## config.mk

```make
export PLATFORM = sky130hd
export DESIGN_NAME = uart_cmd_ctrl
export DESIGN_NICKNAME = d
export VERILOG_FILES = /design/src/rtl/uart_cmd_ctrl.sv
export SDC_FILE = /design/constraint.sdc
export NUM_CORES = 1
export LEC_CHECK = 0
export CAP_MARGIN = 20
export CORE_MARGIN = 1.5
export CORE_UTILIZATION = 59
export DETAILED_ROUTE_END_ITERATION = 10
export GPL_TIMING_DRIVEN = 1
export HOLD_SLACK_MARGIN = 0.02
export PLACE_DENSITY = 0.87
export SLEW_MARGIN = 25
export SYNTH_ARGS = -nofsm -noshare
export SYNTH_HDL_FRONTEND = slang
export SYNTH_SLANG_ARGS = --single-unit
export TNS_END_PERCENT = 20
```

## constraint.sdc

```tcl
create_clock -name i_Clock -period 3.8 [get_ports i_Clock]
set_clock_uncertainty 0.05 [all_clocks]
set_input_delay 0.38 -clock i_Clock [delete_from_list [all_inputs] [get_ports i_Clock]]
set_output_delay 0.38 -clock i_Clock [all_outputs]
set_load 0.02 [all_outputs]
```

## src/rtl/uart_cmd_ctrl.sv

```systemverilog
// UART command-frame controller: parses SYNC/CMD/[DATA]/CHK frames from received bytes
// and issues one-cycle register write/read strobes, with inter-byte timeout and error count.

module uart_cmd_ctrl #(
    parameter logic [7:0]  SYNC_BYTE    = 8'hA5,
    parameter int unsigned TIMEOUT_CLKS = 21700
) (
    input  logic       i_Clock,
    input  logic       i_Reset,
    input  logic       i_RX_DV,
    input  logic [7:0] i_RX_Byte,
    output logic       o_Wr_En,
    output logic [3:0] o_Wr_Addr,
    output logic [7:0] o_Wr_Data,
    output logic       o_Rd_En,
    output logic [3:0] o_Rd_Addr,
    output logic       o_Busy,
    output logic       o_Err_Pulse,
    output logic [7:0] o_Err_Count
);

    typedef enum logic [1:0] {
        ST_IDLE = 2'd0,
        ST_CMD  = 2'd1,
        ST_DATA = 2'd2,
        ST_CHK  = 2'd3
    } state_t;

    localparam logic [15:0] TMO_LAST = 16'(TIMEOUT_CLKS - 32'd1);

    function automatic logic [7:0] chk_fold(input logic [7:0] acc, input logic [7:0] b);
        return acc ^ b;
    endfunction

    function automatic logic [7:0] sat_inc8(input logic [7:0] v);
        return (v == 8'hFF) ? v : (v + 8'd1);
    endfunction

    state_t      state_q,     state_d;
    logic        prev_dv_q,   prev_dv_d;
    logic [15:0] tmo_q,       tmo_d;
    logic [7:0]  chk_q,       chk_d;
    logic        is_wr_q,     is_wr_d;
    logic [3:0]  addr_q,      addr_d;
    logic [7:0]  data_q,      data_d;
    logic        wr_en_q,     wr_en_d;
    logic [3:0]  wr_addr_q,   wr_addr_d;
    logic [7:0]  wr_data_q,   wr_data_d;
    logic        rd_en_q,     rd_en_d;
    logic [3:0]  rd_addr_q,   rd_addr_d;
    logic        busy_q,      busy_d;
    logic        err_pulse_q, err_pulse_d;
    logic [7:0]  err_cnt_q,   err_cnt_d;

    logic accept_s;
    logic timeout_s;
    logic error_s;

    // An accept is the rising edge of DV; the previous-DV flop resets high so a held byte is ignored.
    assign accept_s  = i_RX_DV & ~prev_dv_q;
    assign timeout_s = (state_q != ST_IDLE) && (tmo_q == TMO_LAST) && !accept_s;

    // Next-state, datapath and output computation for the frame sequencer
    always_comb begin
        state_d     = state_q;
        prev_dv_d   = i_RX_DV;
        chk_d       = chk_q;
        is_wr_d     = is_wr_q;
        addr_d      = addr_q;
        data_d      = data_q;
        wr_en_d     = 1'b0;
        wr_addr_d   = wr_addr_q;
        wr_data_d   = wr_data_q;
        rd_en_d     = 1'b0;
        rd_addr_d   = rd_addr_q;
        error_s     = 1'b0;

        if (accept_s || (state_q == ST_IDLE) || timeout_s) begin
            tmo_d = 16'd0;
        end else begin
            tmo_d = tmo_q + 16'd1;
        end

        case (state_q)
            ST_IDLE: begin
                if (accept_s && (i_RX_Byte == SYNC_BYTE)) begin
                    state_d = ST_CMD;
                    chk_d   = SYNC_BYTE;
                end else begin
                    state_d = ST_IDLE;
                end
            end
            ST_CMD: begin
                if (accept_s) begin
                    if (i_RX_Byte[6:4] != 3'd0) begin
                        error_s = 1'b1;
                        state_d = ST_IDLE;
                    end else begin
                        is_wr_d = i_RX_Byte[7];
                        addr_d  = i_RX_Byte[3:0];
                        chk_d   = chk_fold(chk_q, i_RX_Byte);
                        state_d = i_RX_Byte[7] ? ST_DATA : ST_CHK;
                    end
                end else begin
                    state_d = ST_CMD;
                end
            end
            ST_DATA: begin
                if (accept_s) begin
                    data_d  = i_RX_Byte;
                    chk_d   = chk_fold(chk_q, i_RX_Byte);
                    state_d = ST_CHK;
                end else begin
                    state_d = ST_DATA;
                end
            end
            ST_CHK: begin
                if (accept_s) begin
                    if (i_RX_Byte == chk_q) begin
                        if (is_wr_q) begin
                            wr_en_d   = 1'b1;
                            wr_addr_d = addr_q;
                            wr_data_d = data_q;
                        end else begin
                            rd_en_d   = 1'b1;
                            rd_addr_d = addr_q;
                        end
                    end else begin
                        error_s = 1'b1;
                    end
                    state_d = ST_IDLE;
                end else begin
                    state_d = ST_CHK;
                end
            end
            default: begin
                state_d = ST_IDLE;
            end
        endcase

        // Timeout never coincides with an accept, so it cannot collide with the case above.
        if (timeout_s) begin
            error_s = 1'b1;
            state_d = ST_IDLE;
        end else begin
            error_s = error_s;
        end

        err_pulse_d = error_s;
        if (error_s) begin
            err_cnt_d = sat_inc8(err_cnt_q);
        end else begin
            err_cnt_d = err_cnt_q;
        end
        busy_d = (state_d != ST_IDLE);
    end

    // State and output registers with synchronous reset
    always_ff @(posedge i_Clock) begin
        if (i_Reset) begin
            state_q     <= ST_IDLE;
            prev_dv_q   <= 1'b1;
            tmo_q       <= 16'd0;
            chk_q       <= 8'd0;
            is_wr_q     <= 1'b0;
            addr_q      <= 4'd0;
            data_q      <= 8'd0;
            wr_en_q     <= 1'b0;
            wr_addr_q   <= 4'd0;
            wr_data_q   <= 8'd0;
            rd_en_q     <= 1'b0;
            rd_addr_q   <= 4'd0;
            busy_q      <= 1'b0;
            err_pulse_q <= 1'b0;
            err_cnt_q   <= 8'd0;
        end else begin
            state_q     <= state_d;
            prev_dv_q   <= prev_dv_d;
            tmo_q       <= tmo_d;
            chk_q       <= chk_d;
            is_wr_q     <= is_wr_d;
            addr_q      <= addr_d;
            data_q      <= data_d;
            wr_en_q     <= wr_en_d;
            wr_addr_q   <= wr_addr_d;
            wr_data_q   <= wr_data_d;
            rd_en_q     <= rd_en_d;
            rd_addr_q   <= rd_addr_d;
            busy_q      <= busy_d;
            err_pulse_q <= err_pulse_d;
            err_cnt_q   <= err_cnt_d;
        end
    end

    assign o_Wr_En     = wr_en_q;
    assign o_Wr_Addr   = wr_addr_q;
    assign o_Wr_Data   = wr_data_q;
    assign o_Rd_En     = rd_en_q;
    assign o_Rd_Addr   = rd_addr_q;
    assign o_Busy      = busy_q;
    assign o_Err_Pulse = err_pulse_q;
    assign o_Err_Count = err_cnt_q;

    uart_cmd_ctrl_chk u_chk (
        .clk       (i_Clock),
        .rst       (i_Reset),
        .wr_en     (wr_en_q),
        .rd_en     (rd_en_q),
        .err_pulse (err_pulse_q),
        .busy      (busy_q),
        .err_cnt   (err_cnt_q)
    );

endmodule

// Output invariants: strobes/errors are exclusive and always end the frame.
module uart_cmd_ctrl_chk (
    input logic       clk,
    input logic       rst,
    input logic       wr_en,
    input logic       rd_en,
    input logic       err_pulse,
    input logic       busy,
    input logic [7:0] err_cnt
);

    a_excl: assert property (@(posedge clk) disable iff (rst) $onehot0({wr_en, rd_en, err_pulse}));
    a_idle: assert property (@(posedge clk) disable iff (rst) (wr_en || rd_en || err_pulse) |-> !busy);
    a_cnt:  assert property (@(posedge clk) disable iff (rst) err_pulse |-> (err_cnt != 8'd0));

endmodule

```

# After elaboration in Yosys (flattened, before gate mapping)

Index checks and enable logic that the tools add are counted.

Bitwise operators: 9
Add/subtract/negate cells: 2
Reduce and logical (&&, ||, !) cells: 19
Equality and inequality tests: 11
Muxes and demuxes: 21

Operators by type and width:

| kind                                                               | count |
|---|---|
| 8-bit 2-to-1 mux                                                   | 4 |
| 8-bit case mux with 3 select lines                                 | 1 |
| 16-bit by 1-bit adder with 16-bit output (second input constant)   | 1 |
| 16-bit by 15-bit == test with 1-bit output (second input constant) | 1 |
| 8-bit == test (second input constant)                              | 2 |
| 1-bit 2-to-1 mux                                                   | 10 |
| 8-bit by 1-bit adder with 8-bit output (second input constant)     | 1 |
| 8-bit == test                                                      | 1 |
| 2-bit 2-to-1 mux                                                   | 4 |
| 2-bit case mux with 4 select lines                                 | 1 |
| 4-bit AND reduction                                                | 2 |
| 8-bit XOR                                                          | 1 |
| 1-bit inverter                                                     | 7 |
| 2-bit != test (second input constant)                              | 3 |
| 3-bit nonzero test                                                 | 2 |
| 5-bit AND reduction                                                | 1 |
| 2-bit == test (second input constant)                              | 2 |
| 2-bit AND reduction                                                | 2 |
| 2-bit nonzero test                                                 | 2 |
| 4-bit OR reduction                                                 | 1 |
| 1-bit logical AND                                                  | 3 |
| 3-bit AND reduction                                                | 1 |
| 2-bit by 1-bit == test with 1-bit output (second input constant)   | 1 |
| 2-bit zero test                                                    | 1 |
| other kinds (6)                                                    | 7 |

Output and inout bits: 28
Word-level logic and storage cells: 77
Input port bits: 11
Register bits after elaboration: 68

# Depth between registers and ports, before layout

Gate-level depths: netlist of run 1.

Word-level depth: 7
Gate-level depth with buffers: 8
Gate-level depth less buffers: 8

# Least setup slack after synthesis of run 1

No wires, ideal clock.

Kind: flip-flop to flip-flop
Start point: register err_cnt_q[0] (netlist: o_Err_Count[0])
End point: register err_cnt_q[1] (netlist: o_Err_Count[1])
Arrival: 1.798 ns
Library setup time: 0.128 ns
Path buffers: 0
Cell stages (with the launch flop): 8
Slack: 1.824 ns
Data required time: 3.622 ns
Path through: dfxtp_1 ha_1 nand3_1 or2_2 a32o_1 nor2_4 mux2i_1 nor2_1

Longest elaborated chain between the ends: 3
Elaborated cells between the ends (all ways): 4
Those cells by class: add/sub: 1; eq/ne: 1; bitwise: 1; reduce/logical: 1

RTL lines:

| what                                                                           | RTL line | RTL |
|---|---|---|
| start: declaration                                                             | 53       | `logic [7:0] err_cnt_q, err_cnt_d;` |
| start signal: assignment                                                       | 191      | `err_cnt_q <= err_cnt_d;` |
| branches (longest 3 deep; another with 8-bit by 1-bit adder with 8-bit output) | n/a      |  |

Parallel ways; which one is timed is not known.
A chain may end at the register's enable or synchronous reset.

# Final worst setup path of run 1

Start point: input i_RX_Byte[7]
End point: register wr_data_q[0] (netlist: o_Wr_Data[0])

Longest elaborated chain between the ends: 2

RTL lines:

| what                                 | RTL line | RTL |
|---|---|---|
| start: declaration                   | 11       | `input logic [7:0] i_RX_Byte,` |
| 8-bit == test                        | 119      | `if (i_RX_Byte == chk_q) begin` |
| 4-bit AND reduction (no source line) | n/a      |  |
| end signal: assignment               | 186      | `wr_data_q <= wr_data_d;` |
| end: declaration                     | 48       | `logic [7:0] wr_data_q, wr_data_d;` |

Every way passes these cells.

==> impl_metrics.csv, run 1 <==
group,metric,value,unit
run_status,outcome,"finished clean",
logic_synthesis,yosysSeqAreaShare,0.4513,
clock_tree,cts_root_buffer,"clkbuf_8",
drt,drt.antenna.violating_nets,0,
clock_tree,clkSinkCount,68,
critical_path,crit_slowest_cell,"nand3_1",
logic_synthesis,ys_warn_count,0,
logic_synthesis,async_flop_share,0,
critical_path,reg2reg_slack,1.50,ns
sta,final.setup.worst_slack,1.255,ns
critical_path,crit_path_end_kind,"flop",
sta,grt_setup_unrepaired,"false",
worst_hold_path,holdCritStartpoint,"addr_q[1]",
power,powerDensity,368.4,nW/µm²
placed_design,io_buffers,38,
critical_path,rr_worst_depth,6,
clock_tree,h-tree-depth,3,
logic_synthesis,ys_types,47,
sta,hold_ws,0.4322,ns
drt,dr.pass1.iters,4,
drt,drtIter0Drc,156,
logic_synthesis,synth_seq_cells,68,
critical_path,reg2reg_to,"o_Wr_Data[0]",
critical_path,path_class,"in -> reg",
sta,setup_viol,0,
critical_path,crit_required,3.97,ns
drt,post-route-drc-count,0,
clock_tree,cts_tree,"built",
floorplan,start_util,0.6262,
clock_tree,hold_buffers,0,
critical_path,regToRegStartpoint,"state_q[0]",
cells_and_area,syn_to_final_growth,20.49,%
worst_hold_path,min_to,"addr_q[1]",
critical_path,path_cells,"clkdlybuf4s50_1, xnor2_1, nand3_1, nor3_1, nand3_1, mux2i_1, nor2_1",
drt,wl,5.998,mm
global_routing,grt_antenna_before_repair,0,
logic_synthesis,synth_area_per_cell,9.197,µm²
power,worst_ir_drop_vdd,0.2645,mV
sta,max_freq,393.0,MHz
floorplan,core-area,4817,µm²
logic_synthesis,synth_area,3017,µm²
logic_synthesis,synth_edf_count,0,
floorplan,die_height,74.51,µm
critical_path,critPathMaxStageDelay,0.64,ns
floorplan,die_w,74.51,µm
clock_tree,clkTransAtPathRegs,0.08,ns
clock_tree,cts_setup_buffers,0,
critical_path,arrival,2.71,ns
floorplan,rows,25,
clock_tree,cts_buffer_depth,2,
floorplan,die_area,5551,µm²
cells_and_area,drive_gt1_frac,0.09115,
critical_path,cp_max_fo,13,
logic_synthesis,synth_nets,345,
cells_and_area,diodes,0,
drt,vias_per_cell,5.491,
worst_hold_path,whs_path_depth,2,
placed_design,dpl_worst_slack,0.9301,ns
cells_and_area,nNetsFinal,385,
critical_path,critical_path.most_common_cell,"nand3_1",
sta,layout_min_cycle_time,2.545,ns
sta,final_hold_viol_count,0,
sta,period_share,0.6696,
clock_tree,clk_latency,0.34,ns
job,maxCapViolCount,0,
global_routing,overflow,0,
global_routing,grt_usage,0.2375,
logic_synthesis,postSynthCellCount,328,
sta,drv_slew,0,
logic_synthesis,synth_ff_type,"dfxtp_1",
sta,tns,0,ns
placed_design,routabilityCongestion,0.8325,
critical_path,cp-start-kind,"primary input",
drt,num_vias,2416,
global_routing,grt_pass1_vias,2233,
global_routing,grt_pass1_wl,9.867,mm
sta,slew_headroom,0.4593,
sta,worst-slew-pin-transition,0.8087,ns
worst_hold_path,hold_path_class,"reg -> reg",
clock_tree,cts_buffers,9,
drt,wire_per_inst,13.63,µm
power,leakage,1.407,nW
clock_tree,ctsResizeCount,0,
global_routing,grt_max_degree,52,
floorplan,ioPinCount,39,
placed_design,dp_hpwl,4.221,mm
==> kinds of logic (layout without fill, tap and decap cells) <==
| kind of cell | Yosys count | after routing | share of synthesized area |
|---|---|---|---|
| flip-flops | 68 | 68 | 0.4513 |
| multiplexers | 21 | 21 | 0.06968 |
| adder cells (fa/ha/maj) | 6 | 6 | 0.02489 |
| AND/OR/NAND/NOR | 143 | 143 | 0.2410 |
| buffers and inverters | 18 | 63 | 0.02613 |
| XOR/XNOR | 23 | 23 | 0.06678 |
| AO/OA/AOI/OAI | 49 | 49 | 0.1203 |
==> Yosys cell counts (2+ instances only) <==
master / number / area, µm²
dfxtp_1: 68 / 1361
nor2_1: 61 / 229.0
a21oi_1: 24 / 120.1
mux2i_1: 21 / 210.2
nand2_1: 19 / 71.32
nand3_1: 16 / 80.08
xor2_1: 12 / 105.1
xnor2_1: 11 / 96.34
o21ai_0: 10 / 50.05
inv_1: 8 / 30.03
and3_1: 6 / 37.54
ha_1: 6 / 75.07
clkbuf_1: 5 / 18.77
nand3b_1: 5 / 37.54
nor3_1: 5 / 25.02
or3_1: 4 / 25.02
a311oi_2: 3 / 45.04
buf_2: 3 / 15.01
nand2b_1: 3 / 18.77
nand4_1: 3 / 18.77
nor2b_1: 3 / 18.77
o211a_1: 3 / 30.03
or2_2: 3 / 18.77
nor4_1: 2 / 12.51
or2_1: 2 / 12.51
==> registers in the layout, summed over array words and instances (netlist names), 2 cells and up <==
signal	flops
data_q	8
o_Err_Count	8
o_Rd_Addr	4
chk_q	8
addr_q	4
o_Wr_Data	8
o_Wr_Addr	4
tmo_q	16
state_q	2
==> through the flow <==
step | utilization | total power [W] | instance area (µm²) | instances
after floorplan | - | 0.0007485 | 3017 | 328
after global placement | 0.7130 | 0.0007696 | 3435 | 424
after detailed placement | 0.7130 | 0.0007698 | 3435 | 424
after CTS | 0.7545 | 0.001353 | 3635 | 440
after global routing | 0.7545 | 0.001390 | 3635 | 440
final | 0.7545 | 0.001339 | 3635 | 440
==> worst max path at each step <==
stage                   start              to  depth (start not counted)
6_report         i_RX_Byte[7]    o_Wr_Data[0]                          7
5_1_grt          i_RX_Byte[6]    o_Wr_Addr[0]                          7
4_1_cts          i_RX_Byte[7]    o_Wr_Data[0]                          7
3_5_place_dp     i_RX_Byte[7]    o_Wr_Data[0]                          7
3_3_place_gp     i_RX_Byte[5]    o_Wr_Addr[0]                          7
2_1_floorplan  o_Err_Count[0]  o_Err_Count[1]                          7
==> worst max-delay path: cells and delay by family <==
family	cells	cell delay (ns)
buffers and inverters	1	0.63
xor gates and xnor gates	1	0.16
and+or+nand+nor	4	1.16
muxes	1	0.37
==> power breakdown <==
group | total (W) | internal [W] | switching [W]
Clock | 0.000586 | 0.000306 | 0.000280
Sequential | 0.000713 | 0.000713 | 0.000000519
Combinational | 0.0000404 | 0.0000154 | 0.0000249
==> cell usage in the layout, fill, tap and decap left out, types with 2 or more instances in the layout <==
cell type        synthesis  final
nand2b_1                 3      3
clkbuf_8                 0      9
nand2_1                 19     19
or3_1                    4      4
nand4_1                  3      3
nand3_1                 16     16
nor2_1                  61     61
nor3_1                   5      5
xnor2_1                 11     11
o211a_1                  3      3
nor4_1                   2      2
nor2b_1                  3      3
xor2_1                  12     12
or2_1                    2      2
nand3b_1                 5      5
a21oi_1                 24     24
o21ai_0                 10     10
or2_2                    3      3
mux2i_1                 21     21
ha_1                     6      6
and3_1                   6      6
clkinvlp_4               0      2
dfxtp_1                 68     68
clkinv_4                 0      2
clkdlybuf4s50_1          0     37
inv_1                    8      8
a311oi_2                 3      3
==> routing by layer <==
layer | GRT usage | share of wire | vias up
li1 | - | - | 1214
met1 | 0.2958 | 0.45 | 1150
met2 | 0.3869 | 0.50 | 48
met3 | 0.07317 | 0.039 | 4
met4 | 0.09091 | 0.0085 | 0
met5 | 0 | 0 | -
==> final cells by class <==
cell class	instances	area, µm²
Multi-Input combinational cell	242	1577
Sequential cell	68	1361
Fill cell	369	1182
Timing Repair Buffer	39	382.9
Clock buffer	9	123.9
Tap cell	67	83.83
Clock inverter	7	76.32
Inverter	8	30.03
(Power assumes the default switching activity.)
==> run 2: changes to the inputs <==
--- a/config.mk
+++ b/config.mk
@@ -7,11 +7,11 @@
 export LEC_CHECK = 0
 export CAP_MARGIN = 20
 export CORE_MARGIN = 1.5
-export CORE_UTILIZATION = 59
+export CORE_UTILIZATION = 55
 export DETAILED_ROUTE_END_ITERATION = 10
 export GPL_TIMING_DRIVEN = 1
 export HOLD_SLACK_MARGIN = 0.02
-export PLACE_DENSITY = 0.87
+export PLACE_DENSITY = 0.82
 export SLEW_MARGIN = 25
 export SYNTH_ARGS = -nofsm -noshare
 export SYNTH_HDL_FRONTEND = slang
==> constraint.sdc (replaced) <==
create_clock -name i_Clock -period 2.6 [get_ports i_Clock]
set_clock_uncertainty 0.05 [all_clocks]
set_input_delay 0.26 -clock i_Clock [delete_from_list [all_inputs] [get_ports i_Clock]]
set_output_delay 0.26 -clock i_Clock [all_outputs]
set_load 0.02 [all_outputs]
==> run 2 against run 1 <==
Compared with the run above: wire length increased by 5.6%; combinational power up 59%; worst hold slack got worse by 0.21 ns; via count is 1.4% higher; critical path type is now reg -> reg; largest cell class unchanged.
==> impl_metrics.csv, run 2 (same netlist as run 1, synthesis figures left out) <==
group,metric,value,unit
cells_and_area,largest-register,"tmo_q",
critical_path,path_class,"reg -> reg",
sta,slew_headroom,0.6375,
drt,drtIter0Drc,125,
clock_tree,clk_latency,0.34,ns
sta,setup_viol,0,
cells_and_area,drive_gt1_frac,0.1076,
critical_path,cp_max_fo,6,
floorplan,ioPinCount,39,
sta,worst-slew-pin-transition,0.5438,ns
critical_path,cp-start-kind,"flop",
clock_tree,clkTransAtPathRegs,0.07,ns
drt,wire_per_inst,14.04,µm
global_routing,grt_pass1_vias,2393,
global_routing,overflow,0,
job,maxCapViolCount,0,
floorplan,die_area,5938,µm²
cells_and_area,final_common_cell,"dfxtp_1",
global_routing,grt_max_degree,51,
clock_tree,h-tree-depth,3,
sta,drv_slew,0,
placed_design,dpl_worst_slack,0.1240,ns
placed_design,io_buffers,38,
drt,vias_per_cell,5.432,
placed_design,routabilityCongestion,0.8783,
global_routing,grt_pass1_wl,10.80,mm
clock_tree,ctsResizeCount,0,
cells_and_area,diodes,0,
cells_and_area,final_cell_mix,"dfxtp_1, nor2_1, clkdlybuf4s50_1",
drt,drt.antenna.violating_nets,0,
sta,tns,0,ns
clock_tree,cts_root_buffer,"clkbuf_8",
power,leakage,1.453,nW
clock_tree,hold_buffers,0,
power,powerDensity,519.1,nW/µm²
cells_and_area,largest_reg_flops,16,
run_status,outcome,"finished clean",
drt,wl,6.331,mm
power,worst_ir_drop_vdd,0.4033,mV
floorplan,start_util,0.5796,
placed_design,dp_hpwl,4.497,mm
drt,dr.pass1.iters,4,
critical_path,crit_required,2.76,ns
floorplan,die_height,77.06,µm
sta,final_hold_viol_count,0,
global_routing,grt_usage,0.2305,
floorplan,core-area,5205,µm²
clock_tree,cts_setup_buffers,0,
clock_tree,cts_buffer_depth,2,
sta,grt_setup_unrepaired,"false",
cells_and_area,nNetsFinal,394,
critical_path,arrival,2.35,ns
sta,final.setup.worst_slack,0.4061,ns
cells_and_area,syn_to_final_growth,22.44,%
drt,post-route-drc-count,0,
floorplan,die_w,77.06,µm
sta,period_share,0.8438,
global_routing,grt_antenna_before_repair,0,
clock_tree,cts_buffers,9,
worst_hold_path,hold_path_class,"in -> reg",
clock_tree,cts_tree,"built",
drt,num_vias,2450,
clock_tree,clkSinkCount,68,
sta,layout_min_cycle_time,2.194,ns
sta,max_freq,455.8,MHz
critical_path,crit_path_end_kind,"flop",
floorplan,rows,26,
## run 2: cell types whose count changed in the layout (fill, tap and decap cells not counted)
| cell | previous run | this run |
|---|---|---|
| buf_4 | 1 | 10 |
| bufinv_16 | 1 | 0 |
| clkbuf_1 | 0 | 1 |
| clkbuf_8 | 9 | 13 |
| clkinv_4 | 2 | 0 |
| clkinvlp_4 | 2 | 0 |
| inv_6 | 1 | 0 |
## run 2: layer usage
layer,vias up,wire length [µm],global-route usage,part of all wire
li1,1235,-,-,-
met1,1167,2927,0.2873,0.46
met2,39,3109,0.3841,0.49
met3,9,197,0.05357,0.031
met4,0,95,0.09273,0.015
met5,-,0,0,0
## run 2: critical path, stage by stage, from the launching register on
cell and delay (ns):
dfxtp_1 0.37, inv_1 0.08, ha_1 0.31, nor4_1 0.46
and3_1 0.32, o21bai_1 0.20, and4b_1 0.23, nor3_1 0.04
## run 2: power breakdown
part           leakage (nW)  switching [W]  internal, W   total, W
clock network        0.0986       0.000366     0.000444   0.000810
logic                 0.807      0.0000383    0.0000262  0.0000644
registers             0.548    0.000000795      0.00104    0.00104
## run 2: cell type report
cell class                      instances  area [µm²]
Clock buffer                           14       182.7
Timing Repair Buffer                   48       450.4
Fill cell                             412        1511
Multi-Input combinational cell        242        1577
Clock inverter                          1       5.005
Inverter                                8       30.03
Tap cell                               70       87.58
Sequential cell                        68        1361
## run 2: path summary, 6_finish.rpt
kind | from | end | slack (ns) | cells after the start
max | state_q[1] | o_Err_Count[6] | 0.41 | 7
min | i_Reset | state_q[0] | 0.22 | 3
max reg2reg | state_q[1] | o_Err_Count[6] | 0.41 | 7
min reg2reg | addr_q[3] | addr_q[3] | 0.43 | 2
## run 2: per-stage QoR
step           area [µm²]  total power (W)    util  std cells  hold slack, ns
6_report             3694         0.001917  0.7096        451          0.2183
3_3_place_gp         3506         0.001130  0.6736        436          0.4180
4_1_cts              3694         0.001935  0.7096        451          0.2087
2_1_floorplan        3017         0.001094       -        328          0.3166
5_1_grt              3694         0.001984  0.7096        451          0.2215
3_5_place_dp         3506         0.001130  0.6736        436          0.4233
==> run 3: changes to the inputs <==
==> constraint.sdc (replaced) <==
create_clock -name i_Clock -period 2.25 [get_ports i_Clock]
set_clock_uncertainty 0.05 [all_clocks]
set_input_delay 0.225 -clock i_Clock [delete_from_list [all_inputs] [get_ports i_Clock]]
set_output_delay 0.225 -clock i_Clock [all_outputs]
set_load 0.02 [all_outputs]
==> run 3 against run 2 <==
Compared with the run above: first-iteration DRC count increased by 0.80%; global-route usage increased by 1.6 points; final area increased by 4.3%; die area unchanged; non-clock buffer count increased by 17; sequential share of layout area decreased by 1.5 points.
==> impl_metrics.csv, run 3 (same netlist as run 1, synthesis figures left out) <==
group,metric,value,unit
global_routing,grt_antenna_before_repair,0,
global_routing,overflow,0,
sta,slew_headroom,0.7039,
critical_path,crit_required,2.46,ns
cells_and_area,stdcell_count,469,
sta,setup_viol,0,
clock_tree,hold_buffers,0,
placed_design,routabilityCongestion,0.8537,
critical_path,crit_family,"simple AND/OR/NAND/NOR gates",
floorplan,die_area,5938,µm²
clock_tree,cts_setup_buffers,0,
global_routing,grt_pass1_vias,2511,
clock_tree,cts_buffers,9,
global_routing,grt_max_degree,36,
critical_path,crit_path_end_kind,"flop",
drt,drtIter0Drc,126,
drt,dr.pass1.iters,4,
run_status,outcome,"finished clean",
cells_and_area,fin_util,0.7404,
floorplan,start_util,0.5796,
drt,num_vias,2563,
cells_and_area,nNetsFinal,411,
critical_path,cp_max_fo,9,
cells_and_area,final_cell_mix,"dfxtp_1, nor2_1, clkdlybuf4s50_1",
clock_tree,clkTransAtPathRegs,0.07,ns
floorplan,die_height,77.06,µm
cells_and_area,largest-register,"tmo_q",
critical_path,path_class,"reg -> reg",
floorplan,die_w,77.06,µm
drt,post-route-drc-count,0,
clock_tree,cts_buffer_depth,2,
clock_tree,clk_latency,0.35,ns
placed_design,dpl.cell_count,453,
cells_and_area,drive_gt1_frac,0.1479,
drt,vias_per_cell,5.465,
placed_design,postPlaceCellArea,3633,µm²
power,powerDensity,623.6,nW/µm²
cells_and_area,final_common_cell,"dfxtp_1",
clock_tree,clkSinkCount,68,
critical_path,crit_slowest_cell,"or4b_1",
drt,wire_per_inst,14.39,µm
critical_path,cp_num_buf_inv,1,
global_routing,grt_usage,0.2465,
sta,layout_min_cycle_time,2.090,ns
cells_and_area,diodes,0,
sta,period_share,0.9287,
critical_path,critPathMaxStageDelay,0.50,ns
power,worst_ir_drop_vdd,0.4268,mV
clock_tree,cts_tree,"built",
sta,grt_setup_unrepaired,"false",
floorplan,core-area,5205,µm²
clock_tree,cts_root_buffer,"clkbuf_8",
critical_path,cp-start-kind,"flop",
sta,hold_ws,0.1859,ns
power,leakage,1.542,nW
drt,drt.antenna.violating_nets,0,
cells_and_area,fillers,385,
sta,final_hold_viol_count,0,
sta,tns,0,ns
clock_tree,ctsResizeCount,0,
cells_and_area,largest_reg_flops,16,
clock_tree,h-tree-depth,3,
drt,wl,6.749,mm
floorplan,rows,26,
global_routing,grt_pass1_wl,11.49,mm
sta,drv_slew,0,
critical_path,path_cells,"inv_1, ha_2, or4b_1, nor2_2, o21ai_4, a21oi_1, nor2_1, a311oi_2",
placed_design,dp_hpwl,4.660,mm
sta,max_freq,478.6,MHz
sta,worst-slew-pin-transition,0.4401,ns
job,maxCapViolCount,0,
worst_hold_path,hold_path_class,"in -> reg",
critical_path,arrival,2.30,ns
placed_design,io_buffers,38,
cells_and_area,design_area,3854,µm²
cells_and_area,syn_to_final_growth,27.75,%
floorplan,ioPinCount,39,
## run 3: cell count changes in the layout (fill, tap and decap cells not counted)
cell	delta
clkbuf_8	-3
bufinv_16	+2
ha_1	-1
clkinvlp_4	+1
buf_4	+17
ha_2	+1
clkbuf_1	+1
## run 3: stage by stage
| stage | worst slack, ns | power [W] |
|---|---|---|
| after floorplan | 0.2743 | 0.001264 |
| after global placement | -0.06460 | 0.001316 |
| after detailed placement | -0.1665 | 0.001316 |
| after CTS | 0.1396 | 0.002416 |
| after global routing | 0.02650 | 0.002464 |
| final | 0.1604 | 0.002403 |
## run 3: routing by layer
| metal | up-vias | part of all wire | routed length (µm) | GRT usage |
|---|---|---|---|---|
| met1 | 1212 | 0.44 | 3000 | 0.3089 |
| li1 | 1268 | - | - | - |
| met4 | 0 | 0.023 | 152 | 0.1418 |
| met3 | 18 | 0.041 | 280 | 0.04286 |
| met2 | 65 | 0.49 | 3315 | 0.3991 |
| met5 | - | 0 | 0 | 0 |
## run 3: worst paths after layout
path	to	startpoint	slack [ns]	depth (start not counted)
hold / removal	o_Rd_Addr[1]	i_Reset	0.19	2
setup reg to reg	chk_q[5]	state_q[1]	0.16	8
setup / recovery	chk_q[5]	state_q[1]	0.16	8
hold reg to reg	addr_q[1]	addr_q[1]	0.42	2
## run 3: area by class of cell
type	instances	area (µm²)	share of cell area
Sequential cell	68	1361	0.3532
Clock buffer	12	145.1	0.03766
Multi-Input combinational cell	242	1579	0.4097
Timing Repair Buffer	65	578.1	0.1500
Tap cell	70	87.58	0.02273
Clock inverter	4	72.57	0.01883
Inverter	8	30.03	0.007792
## run 3: worst register-to-register path: cells and delay by family (launching register included)
kind,cells,cell delay (ns)
buffers and inverters,1,0.09
adders and majority gates,1,0.22
AOI/OAI and AO/OA,3,0.55
and+or+nand+nor,3,0.76
DFF,1,0.33
## run 3: where the power goes
group | total (W) | internal [W] | switching, W
sequential | 0.00120 | 0.00120 | 0.000000951
combinational | 0.0000855 | 0.0000386 | 0.0000469
clock | 0.00111 | 0.000653 | 0.000459
total | 0.00240 | 0.00190 | 0.000507
